[config.mk]
export PLATFORM = sky130hd
export DESIGN_NAME = controller_frontend
export DESIGN_NICKNAME = d
export VERILOG_FILES = /design/src/rtl/controller_pkg.sv /design/src/rtl/cmd_fifo.sv /design/src/rtl/controller_frontend.sv
export SDC_FILE = /design/constraint.sdc
export NUM_CORES = 1
export LEC_CHECK = 0
export CORE_MARGIN = 2
export CORE_UTILIZATION = 50
export CTS_CLUSTER_SIZE = 24
export DETAILED_ROUTE_END_ITERATION = 10
export HOLD_SLACK_MARGIN = 0.08
export PLACE_DENSITY = 0.78
export SLEW_MARGIN = 40
export SYNTH_ARGS = -nofsm -noshare
export SYNTH_HDL_FRONTEND = slang
export SYNTH_SLANG_ARGS = --single-unit
[constraint.sdc]
create_clock -name clock -period 3.8 [get_ports clock]
set_clock_uncertainty 0.05 [all_clocks]
set_input_delay 0.76 -clock clock [delete_from_list [all_inputs] [get_ports clock]]
set_output_delay 0.76 -clock clock [all_outputs]
set_load 0.05 [all_outputs]
[src/rtl/controller_pkg.sv]
`default_nettype none
// ============================================================================
//  Module      : controller_pkg
//  Description : Shared LA bit map, OEB defaults and override-mux helper for
//                the controller front-end.
//  Revision    : 1.0 - initial release
// ============================================================================
package controller_pkg;

  localparam int LA_RESET_OEB    = 0;
  localparam int LA_LATCH_OEB    = 1;
  localparam int LA_TRIG_OEB     = 2;
  localparam int LA_UCC_OEB      = 3;
  localparam int LA_RESET        = 4;
  localparam int LA_LATCH        = 5;
  localparam int LA_TRIG         = 6;
  localparam int LA_UCC          = 7;
  localparam int LA_DRV_OEB_BASE = 8;

  localparam logic OEB_DEFAULT_RESET = 1'b1;
  localparam logic OEB_DEFAULT_LATCH = 1'b1;
  localparam logic OEB_DEFAULT_TRIG  = 1'b1;
  localparam logic OEB_DEFAULT_UCC   = 1'b0;
  localparam logic OEB_DEFAULT_DRV   = 1'b0;

  // la_oenb is active-low: 0 means the LA value wins.
  function automatic logic la_sel(input logic oenb, input logic la_val, input logic dflt);
    return oenb ? dflt : la_val;
  endfunction

endpackage
`default_nettype wire

[src/rtl/cmd_fifo.sv]
`default_nettype none
// ============================================================================
//  Module      : cmd_fifo
//  Description : Synchronous show-ahead FIFO with flush, level output and a
//                sticky overflow flag.
//  Revision    : 1.0 - initial release
// ============================================================================
module cmd_fifo #(
  parameter int WIDTH = 32,
  parameter int DEPTH = 4
) (
  input  logic                       clock,
  input  logic                       reset_n,
  input  logic                       flush,
  input  logic                       push,
  input  logic [WIDTH-1:0]           wdata,
  input  logic                       pop_ready,
  output logic [WIDTH-1:0]           rdata,
  output logic                       valid,
  output logic [$clog2(DEPTH):0]     level,
  output logic                       overflow
);

  localparam int AW = $clog2(DEPTH);
  localparam int LW = AW + 1;

  logic [WIDTH-1:0] r_mem [DEPTH];
  logic [AW-1:0]    r_wr_ptr;
  logic [AW-1:0]    r_rd_ptr;
  logic [LW-1:0]    r_level;
  logic             r_overflow;

  logic w_full;
  logic w_pop;
  logic w_push_ok;

  assign w_full    = (r_level == LW'(DEPTH));
  assign w_pop     = (r_level != '0) && pop_ready;
  // A pop on the same edge frees the slot, so a push into a full FIFO still lands.
  assign w_push_ok = push && (!w_full || w_pop);

  always_ff @(posedge clock or negedge reset_n) begin
    if (!reset_n) begin
      r_wr_ptr   <= '0;
      r_rd_ptr   <= '0;
      r_level    <= '0;
      r_overflow <= 1'b0;
    end else if (flush) begin
      r_wr_ptr   <= '0;
      r_rd_ptr   <= '0;
      r_level    <= '0;
      r_overflow <= 1'b0;
    end else begin
      if (w_push_ok) r_wr_ptr <= r_wr_ptr + 1'b1;
      if (w_pop)     r_rd_ptr <= r_rd_ptr + 1'b1;
      r_level <= r_level + LW'(w_push_ok) - LW'(w_pop);
      if (push && w_full && !w_pop) r_overflow <= 1'b1;
    end
  end

  always_ff @(posedge clock) begin
    if (w_push_ok && !flush) r_mem[r_wr_ptr] <= wdata;
  end

  assign valid    = (r_level != '0);
  assign rdata    = valid ? r_mem[r_rd_ptr] : '0;
  assign level    = r_level;
  assign overflow = r_overflow;

endmodule
`default_nettype wire

[src/rtl/controller_frontend.sv]
`default_nettype none
// ============================================================================
//  Module      : controller_frontend
//  Description : LA override muxes, synchronised/filtered control inputs and
//                SPI command capture FIFO in front of system_controller.
//  Revision    : 1.0 - initial release
// ============================================================================
module controller_frontend
  import controller_pkg::*;
#(
  parameter int NUM_OF_DRIVERS = 10,
  parameter int CMD_WIDTH      = 32,
  parameter int FIFO_DEPTH     = 4,
  parameter int FILTER_LEN     = 3
) (
  input  logic                          clock,
  input  logic                          reset_n,
  input  logic [8+NUM_OF_DRIVERS-1:0]   la_data_in,
  input  logic [8+NUM_OF_DRIVERS-1:0]   la_oenb,
  input  logic                          io_reset_n_in,
  input  logic                          io_latch_data_in,
  input  logic                          io_control_trigger_in,
  input  logic                          update_cycle_complete,
  input  logic                          spi_data_clock,
  input  logic [CMD_WIDTH-1:0]          spi_data,
  input  logic                          cmd_ready,
  output logic                          io_reset_n_oeb,
  output logic                          io_latch_data_oeb,
  output logic                          io_control_trigger_oeb,
  output logic                          io_update_cycle_complete_oeb,
  output logic                          io_update_cycle_complete_out,
  output logic [NUM_OF_DRIVERS-1:0]     io_driver_io_oeb,
  output logic                          core_reset_n,
  output logic                          latch_data_s,
  output logic                          control_trigger_s,
  output logic                          latch_data_rise,
  output logic [CMD_WIDTH-1:0]          cmd_data,
  output logic                          cmd_valid,
  output logic [$clog2(FIFO_DEPTH):0]   fifo_level,
  output logic                          fifo_overflow
);

  localparam int CNT_W = $clog2(FILTER_LEN + 1);

  logic                      r_reset_oeb;
  logic                      r_latch_oeb;
  logic                      r_trig_oeb;
  logic                      r_ucc_oeb;
  logic                      r_ucc_out;
  logic                      r_reset_raw;
  logic                      r_latch_raw;
  logic                      r_trig_raw;
  logic [NUM_OF_DRIVERS-1:0] r_drv_oeb;
  logic [2:0]                r_sync1;
  logic [2:0]                r_sync2;
  logic                      r_spi_s1;
  logic                      r_spi_s2;
  logic                      r_spi_s3;
  logic                      r_core_rst_n;
  logic [CNT_W-1:0]          r_rst_cnt;
  logic                      r_rise;
  logic [1:0]                w_filt_in;
  logic [1:0]                w_filt_out;
  logic [1:0]                w_filt_set;
  logic                      w_capture;

  always_ff @(posedge clock or negedge reset_n) begin
    if (!reset_n) begin
      r_reset_oeb <= 1'b1;
      r_latch_oeb <= 1'b1;
      r_trig_oeb  <= 1'b1;
      r_ucc_oeb   <= 1'b1;
      r_ucc_out   <= 1'b0;
      r_reset_raw <= 1'b0;
      r_latch_raw <= 1'b0;
      r_trig_raw  <= 1'b0;
    end else begin
      r_reset_oeb <= la_sel(la_oenb[LA_RESET_OEB], la_data_in[LA_RESET_OEB], OEB_DEFAULT_RESET);
      r_latch_oeb <= la_sel(la_oenb[LA_LATCH_OEB], la_data_in[LA_LATCH_OEB], OEB_DEFAULT_LATCH);
      r_trig_oeb  <= la_sel(la_oenb[LA_TRIG_OEB],  la_data_in[LA_TRIG_OEB],  OEB_DEFAULT_TRIG);
      r_ucc_oeb   <= la_sel(la_oenb[LA_UCC_OEB],   la_data_in[LA_UCC_OEB],   OEB_DEFAULT_UCC);
      r_reset_raw <= la_sel(la_oenb[LA_RESET], la_data_in[LA_RESET], io_reset_n_in);
      r_latch_raw <= la_sel(la_oenb[LA_LATCH], la_data_in[LA_LATCH], io_latch_data_in);
      r_trig_raw  <= la_sel(la_oenb[LA_TRIG],  la_data_in[LA_TRIG],  io_control_trigger_in);
      r_ucc_out   <= la_sel(la_oenb[LA_UCC],   la_data_in[LA_UCC],   update_cycle_complete);
    end
  end

  for (genvar g = 0; g < NUM_OF_DRIVERS; g++) begin : g_drv_oeb
    always_ff @(posedge clock or negedge reset_n) begin
      if (!reset_n) r_drv_oeb[g] <= 1'b1;
      else          r_drv_oeb[g] <= la_sel(la_oenb[LA_DRV_OEB_BASE+g],
                                           la_data_in[LA_DRV_OEB_BASE+g], OEB_DEFAULT_DRV);
    end
  end

  // Bit order {trigger, latch, reset}; SPI toggle gets an extra delay stage for edge detect.
  always_ff @(posedge clock or negedge reset_n) begin
    if (!reset_n) begin
      r_sync1  <= '0;
      r_sync2  <= '0;
      r_spi_s1 <= 1'b0;
      r_spi_s2 <= 1'b0;
      r_spi_s3 <= 1'b0;
    end else begin
      r_sync1  <= {r_trig_raw, r_latch_raw, r_reset_raw};
      r_sync2  <= r_sync1;
      r_spi_s1 <= spi_data_clock;
      r_spi_s2 <= r_spi_s1;
      r_spi_s3 <= r_spi_s2;
    end
  end

  assign w_filt_in = {r_sync2[2], r_sync2[1]};

  // Level flips after FILTER_LEN consecutive samples that disagree with it.
  for (genvar g = 0; g < 2; g++) begin : g_filt
    logic             r_level;
    logic [CNT_W-1:0] r_cnt;
    logic             w_flip;

    assign w_flip = (w_filt_in[g] != r_level) && (r_cnt == CNT_W'(FILTER_LEN - 1));

    always_ff @(posedge clock or negedge reset_n) begin
      if (!reset_n) begin
        r_level <= 1'b0;
        r_cnt   <= '0;
      end else if (w_filt_in[g] == r_level) begin
        r_cnt   <= '0;
      end else if (w_flip) begin
        r_level <= w_filt_in[g];
        r_cnt   <= '0;
      end else begin
        r_cnt   <= r_cnt + 1'b1;
      end
    end

    assign w_filt_out[g] = r_level;
    assign w_filt_set[g] = w_flip && w_filt_in[g];
  end

  // Reset is released on the first synchronised 1 but asserted only after a run of 0s.
  always_ff @(posedge clock or negedge reset_n) begin
    if (!reset_n) begin
      r_core_rst_n <= 1'b0;
      r_rst_cnt    <= '0;
      r_rise       <= 1'b0;
    end else begin
      r_rise <= w_filt_set[0];
      if (r_sync2[0]) begin
        r_core_rst_n <= 1'b1;
        r_rst_cnt    <= '0;
      end else if (!r_core_rst_n) begin
        r_rst_cnt    <= '0;
      end else if (r_rst_cnt == CNT_W'(FILTER_LEN - 1)) begin
        r_core_rst_n <= 1'b0;
        r_rst_cnt    <= '0;
      end else begin
        r_rst_cnt    <= r_rst_cnt + 1'b1;
      end
    end
  end

  assign w_capture = r_spi_s2 ^ r_spi_s3;

  cmd_fifo #(
    .WIDTH (CMD_WIDTH),
    .DEPTH (FIFO_DEPTH)
  ) u_cmd_fifo (
    .clock     (clock),
    .reset_n   (reset_n),
    .flush     (!r_core_rst_n),
    .push      (w_capture),
    .wdata     (spi_data),
    .pop_ready (cmd_ready),
    .rdata     (cmd_data),
    .valid     (cmd_valid),
    .level     (fifo_level),
    .overflow  (fifo_overflow)
  );

  assign io_reset_n_oeb               = r_reset_oeb;
  assign io_latch_data_oeb            = r_latch_oeb;
  assign io_control_trigger_oeb       = r_trig_oeb;
  assign io_update_cycle_complete_oeb = r_ucc_oeb;
  assign io_update_cycle_complete_out = r_ucc_out;
  assign io_driver_io_oeb             = r_drv_oeb;
  assign core_reset_n                 = r_core_rst_n;
  assign latch_data_s                 = w_filt_out[0];
  assign control_trigger_s            = w_filt_out[1];
  assign latch_data_rise              = r_rise;

endmodule
`default_nettype wire

==> results.sh, run 1 <==
export IMPL_cts_tree="yes"
export IMPL_die_h_um=119
export IMPL_drc_errors=0
export IMPL_layout_common_cells="clkdlybuf4s50_1 (130), edfxtp_1 (128), nor2b_1 (42)"
export IMPL_ys_ff_latch=173
export IMPL_syn_avg_cell_area_um2=20.4
export IMPL_vias_per_cell=5.20
export IMPL_clk_pin_slew_worst_paths_ns=0.06
export IMPL_setup_ws_ns=0.310
export IMPL_io_pins=132
export IMPL_slew_headroom_pct=44.2
export IMPL_powerDensity_nw_per_um2=838
export IMPL_drive_gt1_share_pct=20.0
export IMPL_crit_path_cell_trace="mux4_2 -> nor2b_1 -> clkdlybuf4s50_1"
export IMPL_cts_hold_buf=0
export IMPL_dieArea_um2=14100
export IMPL_grt_pass1_vias=3713
export IMPL_vdd_drop_max_uv=345
export IMPL_grt_max_degree=46
export IMPL_status="finished, final reports clean"
export IMPL_track_usage_pct=18.0
export IMPL_finalSetupTns_ns=0
export IMPL_worstPathArrival_ns=2.68
export IMPL_root_buffer="clkbuf_16"
export IMPL_drv_cap=0
export IMPL_cp_slowest_cell="dfrtp_2"
export IMPL_critical_path_buf_inv_count=1
export IMPL_synth_edf_count=128
export IMPL_area_delta_synth_final_pct=31.5
export IMPL_hold_class="in2async"
export IMPL_synthDistinctLibCells=36
export IMPL_period_needed_ns=3.49
export IMPL_tightestPinTransition_ns=0.837
export IMPL_worst_setup_path_end_kind="output pin"
export IMPL_p_leak_uw=0.00304
export IMPL_max_freq_mhz=287
export IMPL_synth_fp_nets=405
export IMPL_numCtsBuffers=17
export IMPL_fin_nets=549
export IMPL_r2r_start="u_cmd_fifo.level[1]$_DFF_PN0_"
export IMPL_worstSetupPathType="reg2out"
export IMPL_hpwl_um=7570
export IMPL_final_hold_violation_count=0
export IMPL_synthCells=323
export IMPL_cpLargestDelayFamily="flip-flops"
export IMPL_drt_wirelength_per_cell_um=18.1
export IMPL_drt_first_pass_iters=5
export IMPL_ys_warn_count=0
export IMPL_cp_start_kind="flip-flop"
export IMPL_diodes=0
export IMPL_routed_top_layer="met4"
export IMPL_placedCellCount=620
export IMPL_ys_top_cells_by_area="edfxtp_1 (58%), dfrtp_1 (12%), mux4_2 (9.6%)"
export IMPL_cp_required_ns=2.99
export IMPL_cp_max_fo=34
export IMPL_crit_start="u_cmd_fifo.r_rd_ptr[1]$_DFFE_PN0P_"
export IMPL_dp_worst_setup_slack_ns=0.699
export IMPL_die_w_um=119
export IMPL_drt_iter0_markers=250
export IMPL_final_cells=651
export IMPL_met3_wirelength_um=934
export IMPL_rows=41
export IMPL_yosys_area_top_type="edfxtp_1"
export IMPL_gp_congestion=0.695
export IMPL_antenna_violating_nets_post_route=0
export IMPL_power_uw=7260
export IMPL_async_reset_ff_share_pct=26.0
export IMPL_routed_wl_um=11800
export IMPL_clkLatencyLatePin_ns=0.42
export IMPL_critPathMaxStageDelay_ns=0.91
export IMPL_wl_met1_um=4710
export IMPL_fin_crit_sh_pct=91.8
export IMPL_multi_input_area_um2=1490
export IMPL_initial_core_util_pct=51.8
export IMPL_route_met2_wl_um=6010
export IMPL_synth_top_area_share_pct=58.3
export IMPL_core_um2=12700
export IMPL_synthFlopType="edfxtp_1"
export IMPL_grt_antenna_before_repair=0
export IMPL_nFillCells=894
export IMPL_syn_area_um2=6590
export IMPL_synth_seq_area_share_pct=75.7
export IMPL_grt_first_pass_wirelength_um=18900
export IMPL_cts_buffer_depth=2
export IMPL_seq_area_um2=4990
export IMPL_rsz0062_at_grt="no"
export IMPL_numPortBuffers=131
export IMPL_cts_resized=0
export IMPL_grt_ovfl_total=0
export IMPL_htree_levels=4
export IMPL_setup_viol=0
export IMPL_vias=3388
export IMPL_cts_sinks=173
export IMPL_layout_commonest_cell="clkdlybuf4s50_1"
export IMPL_postCtsSetupRepairBufs=0
export IMPL_finalMaxSlewViolations=0
registers in the layout (all words and copies together) (netlist names), 2 cells and up:
name                 cells
g_filt.r_cnt             4
io_driver_io_oeb        10
r_rst_cnt                2
r_sync1                  3
r_sync2                  3
u_cmd_fifo.level         3
u_cmd_fifo.r_mem       128
u_cmd_fifo.r_rd_ptr      2
u_cmd_fifo.r_wr_ptr      2
synth_stat cells (all sizes together), types with 3 or more instances:
cell type / number
clkbuf: 5
and2: 3
mux2i: 3
mux2: 6
dfrtp: 31
nor3: 3
dfstp: 14
and3: 4
or2: 3
buf: 8
ha: 5
edfxtp: 128
and2b: 6
inv: 4
nor2b: 42
mux4: 32
xnor2: 5
nand2: 5
area by class of cell:
cell class / count / area share [%]
sequential: 173 / 57.6
multi-input combinational: 133 / 17.2
timing repair buffer: 138 / 16.3
clock buffer: 17 / 4.91
tap: 172 / 2.48
clock inverter: 14 / 1.40
inverter: 4 / 0.173
through the flow:
step	utilization [%]	hold slack (ns)	cell area, µm²
floorplan	-	0.281	6590
global placement	63.8	0.282	8120
detailed placement	63.8	0.285	8120
CTS	68.1	0.284	8670
global route	68.1	0.306	8670
finish	68.1	0.273	8670
cells by family (layout without fill, tap and decap cells):
kind of cell | Yosys count | in the layout | share of synthesized area (%)
flip-flops | 173 | 173 | 75.7
AND/OR/NAND/NOR | 75 | 75 | 7.23
multiplexers | 41 | 41 | 12.6
buffers and inverters | 17 | 173 | 1.90
adder cells (fa/ha/maj) | 6 | 6 | 1.25
XOR/XNOR | 6 | 6 | 0.797
AO/OA/AOI/OAI | 5 | 5 | 0.494
layer usage:
metal,up-vias,track usage (%)
met5,-,0
met4,0,7.22
met3,13,6.37
met2,136,30.3
met1,1715,21.1
li1,1524,-
final timing paths:
| path | end | slack [ns] | cells after the start |
|---|---|---|---|
| min in group clock | r_sync2[1]$_DFF_PN0_ | 0.30 | 0 |
| max | cmd_data[26] | 0.31 | 3 |
| max in group asynchronous | u_cmd_fifo.r_rd_ptr[0]$_DFFE_PN0P_ | 3.02 | 1 |
| max reg2reg | u_cmd_fifo.r_mem[0][0]$_DFFE_PP_ | 1.51 | 4 |
| min | io_update_cycle_complete_out$_DFF_PN0_ | 0.27 | 1 |
| min reg2reg | r_sync2[1]$_DFF_PN0_ | 0.30 | 0 |
where the power goes:
part / leakage [µW] / total (µW) / internal, µW / switching, µW
clock: 0.000252 / 1580 / 896 / 685
sequential: 0.00169 / 2650 / 2430 / 218
combinational: 0.00110 / 3030 / 1230 / 1810
Power figures use the tool's default switching activity.
==> inputs of run 2 (changes only) <==
--- a/config.mk
+++ b/config.mk
@@ -6,11 +6,11 @@
 export NUM_CORES = 1
 export LEC_CHECK = 0
 export CORE_MARGIN = 2
-export CORE_UTILIZATION = 50
+export CORE_UTILIZATION = 55
 export CTS_CLUSTER_SIZE = 24
 export DETAILED_ROUTE_END_ITERATION = 10
 export HOLD_SLACK_MARGIN = 0.08
-export PLACE_DENSITY = 0.78
+export PLACE_DENSITY = 0.84
 export SLEW_MARGIN = 40
 export SYNTH_ARGS = -nofsm -noshare
 export SYNTH_HDL_FRONTEND = slang
==> results.sh, run 2 (synthesis results as in run 1) <==
export IMPL_worstPathArrival_ns=2.66
export IMPL_rr_worst_depth=4
export IMPL_cts_buffer_depth=2
export IMPL_io_pins=132
export IMPL_p_leak_uw=0.00312
export IMPL_max_freq_mhz=288
export IMPL_numCtsBuffers=17
export IMPL_tightestPinTransition_ns=0.723
export IMPL_cts_sinks=173
export IMPL_cts_tree="yes"
export IMPL_drt_iter0_markers=177
export IMPL_cts_resized=0
export IMPL_grt_first_pass_wirelength_um=19100
export IMPL_rrSetupSlack_ns=1.61
export IMPL_clkPwrFrac_pct=22.6
export IMPL_multi_input_area_um2=1490
export IMPL_switching_share_pct=36.9
export IMPL_dieArea_um2=12900
export IMPL_p_seq_share_pct=36.5
export IMPL_nFillCells=669
export IMPL_drive_gt1_share_pct=24.9
export IMPL_rows=39
export IMPL_cp_start_kind="flip-flop"
export IMPL_period_needed_ns=3.47
export IMPL_grt_max_degree=46
export IMPL_routed_wl_um=12200
export IMPL_fin_nets=554
export IMPL_final_hold_violation_count=0
export IMPL_status="finished, final reports clean"
export IMPL_cts_hold_buf=0
export IMPL_fin_crit_sh_pct=91.4
export IMPL_drc_errors=0
export IMPL_r2r_start="u_cmd_fifo.level[2]$_DFF_PN0_"
export IMPL_worst_setup_path_end_kind="output pin"
export IMPL_clk_pin_slew_worst_paths_ns=0.06
export IMPL_clkLatencyLatePin_ns=0.42
export IMPL_powerDensity_nw_per_um2=847
export IMPL_design_area_um2=8600
export IMPL_cp_required_ns=2.99
export IMPL_gp_congestion=0.714
export IMPL_finalMaxSlewViolations=0
export IMPL_initial_core_util_pct=57.0
export IMPL_seq_area_um2=4990
export IMPL_largest_reg_flops=128
export IMPL_grt_antenna_before_repair=0
export IMPL_area_delta_synth_final_pct=30.5
export IMPL_hold_class="in2async"
export IMPL_root_buffer="clkbuf_16"
export IMPL_comb_power_share_pct=40.9
export IMPL_slew_headroom_pct=51.8
export IMPL_drt_wirelength_per_cell_um=19.5
export IMPL_diodes=0
export IMPL_p_sw_uw=2690
export IMPL_finalSetupTns_ns=0
export IMPL_setup_viol=0
export IMPL_largest_register="u_cmd_fifo.r_mem"
export IMPL_intPower_uw=4590
export IMPL_vias_per_cell=5.41
export IMPL_rsz0062_at_grt="no"
export IMPL_drv_cap=0
export IMPL_numPortBuffers=131
export IMPL_grt_ovfl_total=0
export IMPL_layout_commonest_cell="edfxtp_1"
export IMPL_cp_max_fo=17
export IMPL_core_um2=11600
export IMPL_worstSetupPathType="reg2out"
export IMPL_track_usage_pct=20.6
export IMPL_hpwl_um=7930
export IMPL_antenna_violating_nets_post_route=0
export IMPL_die_w_um=113
export IMPL_grt_pass1_vias=3694
export IMPL_htree_levels=4
export IMPL_placed_cell_area_um2=8030
export IMPL_postCtsSetupRepairBufs=0
export IMPL_drt_first_pass_iters=4
export IMPL_layout_common_cells="edfxtp_1 (128), clkdlybuf4s50_1 (105), nor2b_1 (42)"
export IMPL_die_h_um=113
export IMPL_vdd_drop_max_uv=416
export IMPL_r2r_end="u_cmd_fifo.r_mem[2][9]$_DFFE_PP_"
export IMPL_vias=3397
==> run 2: area by class of cell <==
type / instances / area share (%)
Clock buffer: 23 / 5.44
Inverter: 4 / 0.175
Sequential cell: 173 / 58.0
Tap cell: 143 / 2.08
Timing Repair Buffer: 143 / 15.8
Multi-Input combinational cell: 133 / 17.3
Clock inverter: 9 / 1.12
==> run 2: critical path, stage by stage, from the launching register on <==
cell and delay (ns):
dfrtp_2 0.70, mux4_1 0.64, and2b_1 0.19, clkdlybuf4s50_1 0.70
==> run 2: how the worst max path moves through the flow <==
| stage | from | to | slack (ns) |
|---|---|---|---|
| 2_1_floorplan | u_cmd_fifo.level[1]$_DFF_PN0_ | cmd_data[10] | 1.19 |
| 3_3_place_gp | u_cmd_fifo.r_rd_ptr[0]$_DFFE_PN0P_ | cmd_data[1] | 0.83 |
| 3_5_place_dp | u_cmd_fifo.r_rd_ptr[0]$_DFFE_PN0P_ | cmd_data[2] | 0.78 |
| 4_1_cts | u_cmd_fifo.r_rd_ptr[0]$_DFFE_PN0P_ | cmd_data[0] | 0.26 |
| 5_1_grt | u_cmd_fifo.r_rd_ptr[0]$_DFFE_PN0P_ | cmd_data[0] | 0.22 |
| 6_report | u_cmd_fifo.r_rd_ptr[0]$_DFFE_PN0P_ | cmd_data[0] | 0.33 |
==> run 2: metrics by stage <==
stage | instances | hold slack (ns) | setup WS, ns | power (µW) | utilization, %
floorplan | 323 | 0.281 | 1.19 | 4790 | -
finish | 628 | 0.277 | 0.328 | 7280 | 74.3
global placement | 596 | 0.282 | 0.832 | 5620 | 69.4
global route | 628 | 0.308 | 0.217 | 7590 | 74.3
CTS | 628 | 0.280 | 0.263 | 7370 | 74.3
detailed placement | 596 | 0.292 | 0.777 | 5700 | 69.5
==> run 2: power by group through the flow <==
stage | sequential [µW] | combinational (µW) | clock [µW]
CTS | 2670 | 3020 | 1680
global route | 2700 | 3130 | 1760
finish | 2660 | 2980 | 1640
detailed placement | 2700 | 3000 | 0
floorplan | 2720 | 2070 | 0
global placement | 2660 | 2960 | 0
==> run 2: routing by layer <==
metal  GRT usage [%]  share of wire [%]  vias up
li1                -                  -     1536
met1            23.9                 38     1710
met2            34.9                 52      139
met3            8.02                8.9       12
met4            8.37                1.4        0
met5               0                  0        -
==> patch (config.mk and constraints of run 1) <==
Change the package constant `LA_TRIG` from 6 to 3.
--- a/src/rtl/controller_pkg.sv
+++ b/src/rtl/controller_pkg.sv
@@ -13,7 +13,7 @@
   localparam int LA_UCC_OEB      = 3;
   localparam int LA_RESET        = 4;
   localparam int LA_LATCH        = 5;
-  localparam int LA_TRIG         = 6;
+  localparam int LA_TRIG         = 3;
   localparam int LA_UCC          = 7;
   localparam int LA_DRV_OEB_BASE = 8;
 
Function: changed (Yosys sat finds a counterexample within 10 cycles, from zero or initial values and one cycle with reset_n low).
==> patch against run 1 <==
Worst hold slack better by 12 ps. Via count up 0.30%. Sequential cell count did not move. Routed wire length fell by 1.5%. Worst setup slack improved by 42 ps. Synthesized area hardly changed. Power shrank 0.38%. Synthesized cell count stayed put. Final area is 0.56% lower.
==> patch: results (changes against run 1) <==
Power
  • Leak: 3.10 nW (+1.9%)
  • VDD IR max: 0.384 mV (+11%)

Routing
  • Top Layer Used: met4
  • Wire length on met2: 5810 µm (-3.2%)
  • Met1 wire length: 4660 µm (-1.0%)
  • Metal3 WL: 1010 µm (+8.5%)
  • DR vias: 3398 (+0.30%)
  • Drt initial violations: 208 (-17%)
  • Routed wire length: 11600 µm (-1.5%)
  • Average routed wire per standard cell: 17.8 µm (-1.8%)
  • Drt pass-1 iters: 4 (-1)

Run status
  • Outcome: complete, no violations

Critical path
  • Crit path max-delay family: buffers and inverters
  • Critical path's largest stage delay: 710 ps (-200 ps)
  • Crit path max fanout: 11 (-68%)
  • Slowest-stage cell, CP: clkdlybuf4s50_1
  • WP data arrival: 2640 ps (-40 ps)

Synthesis
  • Synth warn: 0 (unchanged)
  • Syn avg cell area: 20.4 µm² (about the same)
  • Register area share after synthesis: 75.7% (about the same)
  • Most common library cells after synthesis: edfxtp_1 (128), nor2b_1 (42), dfrtp_1 (31), mux4_2 (28), dfstp_2 (14)
  • Largest cells by area after synthesis: edfxtp_1 (58%), dfrtp_1 (12%), mux4_2 (9.6%)
  • Syn Nets: 405 (unchanged)

Clock network
  • Clock buffer depth: 2 (unchanged)
  • Post-cts resize count: 0 (unchanged)

Layout
  • Layout Nets: 551 (+0.36%)
  • Fill cells: 871 (-2.6%)
  • Share of cells above drive strength 1: 24.3% (+4.3 points)

Global routing
  • Largest net degree at the start of global routing: 46 (unchanged)
  • Total track usage: 17.8% (-0.18 points)
  • Grt met1 use: 21.7% (+0.58 points)
  • M2 GR Usage: 29.0% (-1.3 points)
  • First-pass GRT wire length: 18800 µm (-0.87%)
  • Vias in the first global route: 3624 (-2.4%)
  • Met3 global-route usage: 6.85% (+0.48 points)

Placed design
  • Cells after DPL: 622 (+0.32%)
  • RD Place Congestion: 0.671 (-3.5%)
  • I/O Buffers: 129 (-1.5%)
  • DPL Wire Length: 7540 µm (-0.36%)

Timing
  • Worst-Margin Slew: 550 ps (-287 ps)
[patch: changes by cell type after synthesis, sizes merged]
cell | before | now
a21o | 1 | 2
mux2 | 6 | 5
[patch: final timing paths]
check	startpoint	end	slack, ps	cells past startpoint
setup reg to reg	u_cmd_fifo.level[2]	u_cmd_fifo.r_mem[3][3]	1560	4
max in group asynchronous	reset_n	u_cmd_fifo.r_rd_ptr[0]	3020	1
min in group clock	r_spi_s1	r_spi_s2	300	0
hold / removal	reset_n	r_sync1[1]	280	1
hold reg to reg	r_spi_s1	r_spi_s2	300	0
setup / recovery	u_cmd_fifo.r_rd_ptr[0]	cmd_data[0]	350	4
[patch: area by class of cell]
type	count	area, µm²	share of cell area (%)
well taps	172	215	2.50
flip-flops and latches	173	4990	57.9
clock buffers	22	444	5.15
repair buffers	140	1370	15.9
clock inverters	9	96.3	1.12
multi-input cells	133	1490	17.2
inverters	4	15.0	0.174
[patch: power by group]
part	switching (W)	internal (W)	total (W)
Clock	0.000641	0.000954	0.00160
Combinational	0.00185	0.00119	0.00304
Sequential	0.000174	0.00243	0.00260
Total	0.00267	0.00457	0.00724
[patch: cell families (layout without fill, tap and decap cells)]
family | Yosys count | count (layout) | share of synthesized area (%)
AO/OA/AOI/OAI | 6 | 6 | 0.608
XOR/XNOR | 6 | 6 | 0.798
adder cells (fa/ha/maj) | 6 | 6 | 1.25
buffers and inverters | 17 | 175 | 1.90
flip-flops | 173 | 173 | 75.7
multiplexers | 40 | 40 | 12.5
AND/OR/NAND/NOR | 75 | 75 | 7.24
[patch: through the flow]
step	util, %	instance area (µm²)	power (W)
2_1_floorplan	-	6590	0.00479
3_3_place_gp	63.5	8080	0.00567
3_5_place_dp	63.5	8080	0.00572
4_1_cts	67.7	8620	0.00732
5_1_grt	67.7	8620	0.00756
6_report	67.7	8620	0.00724
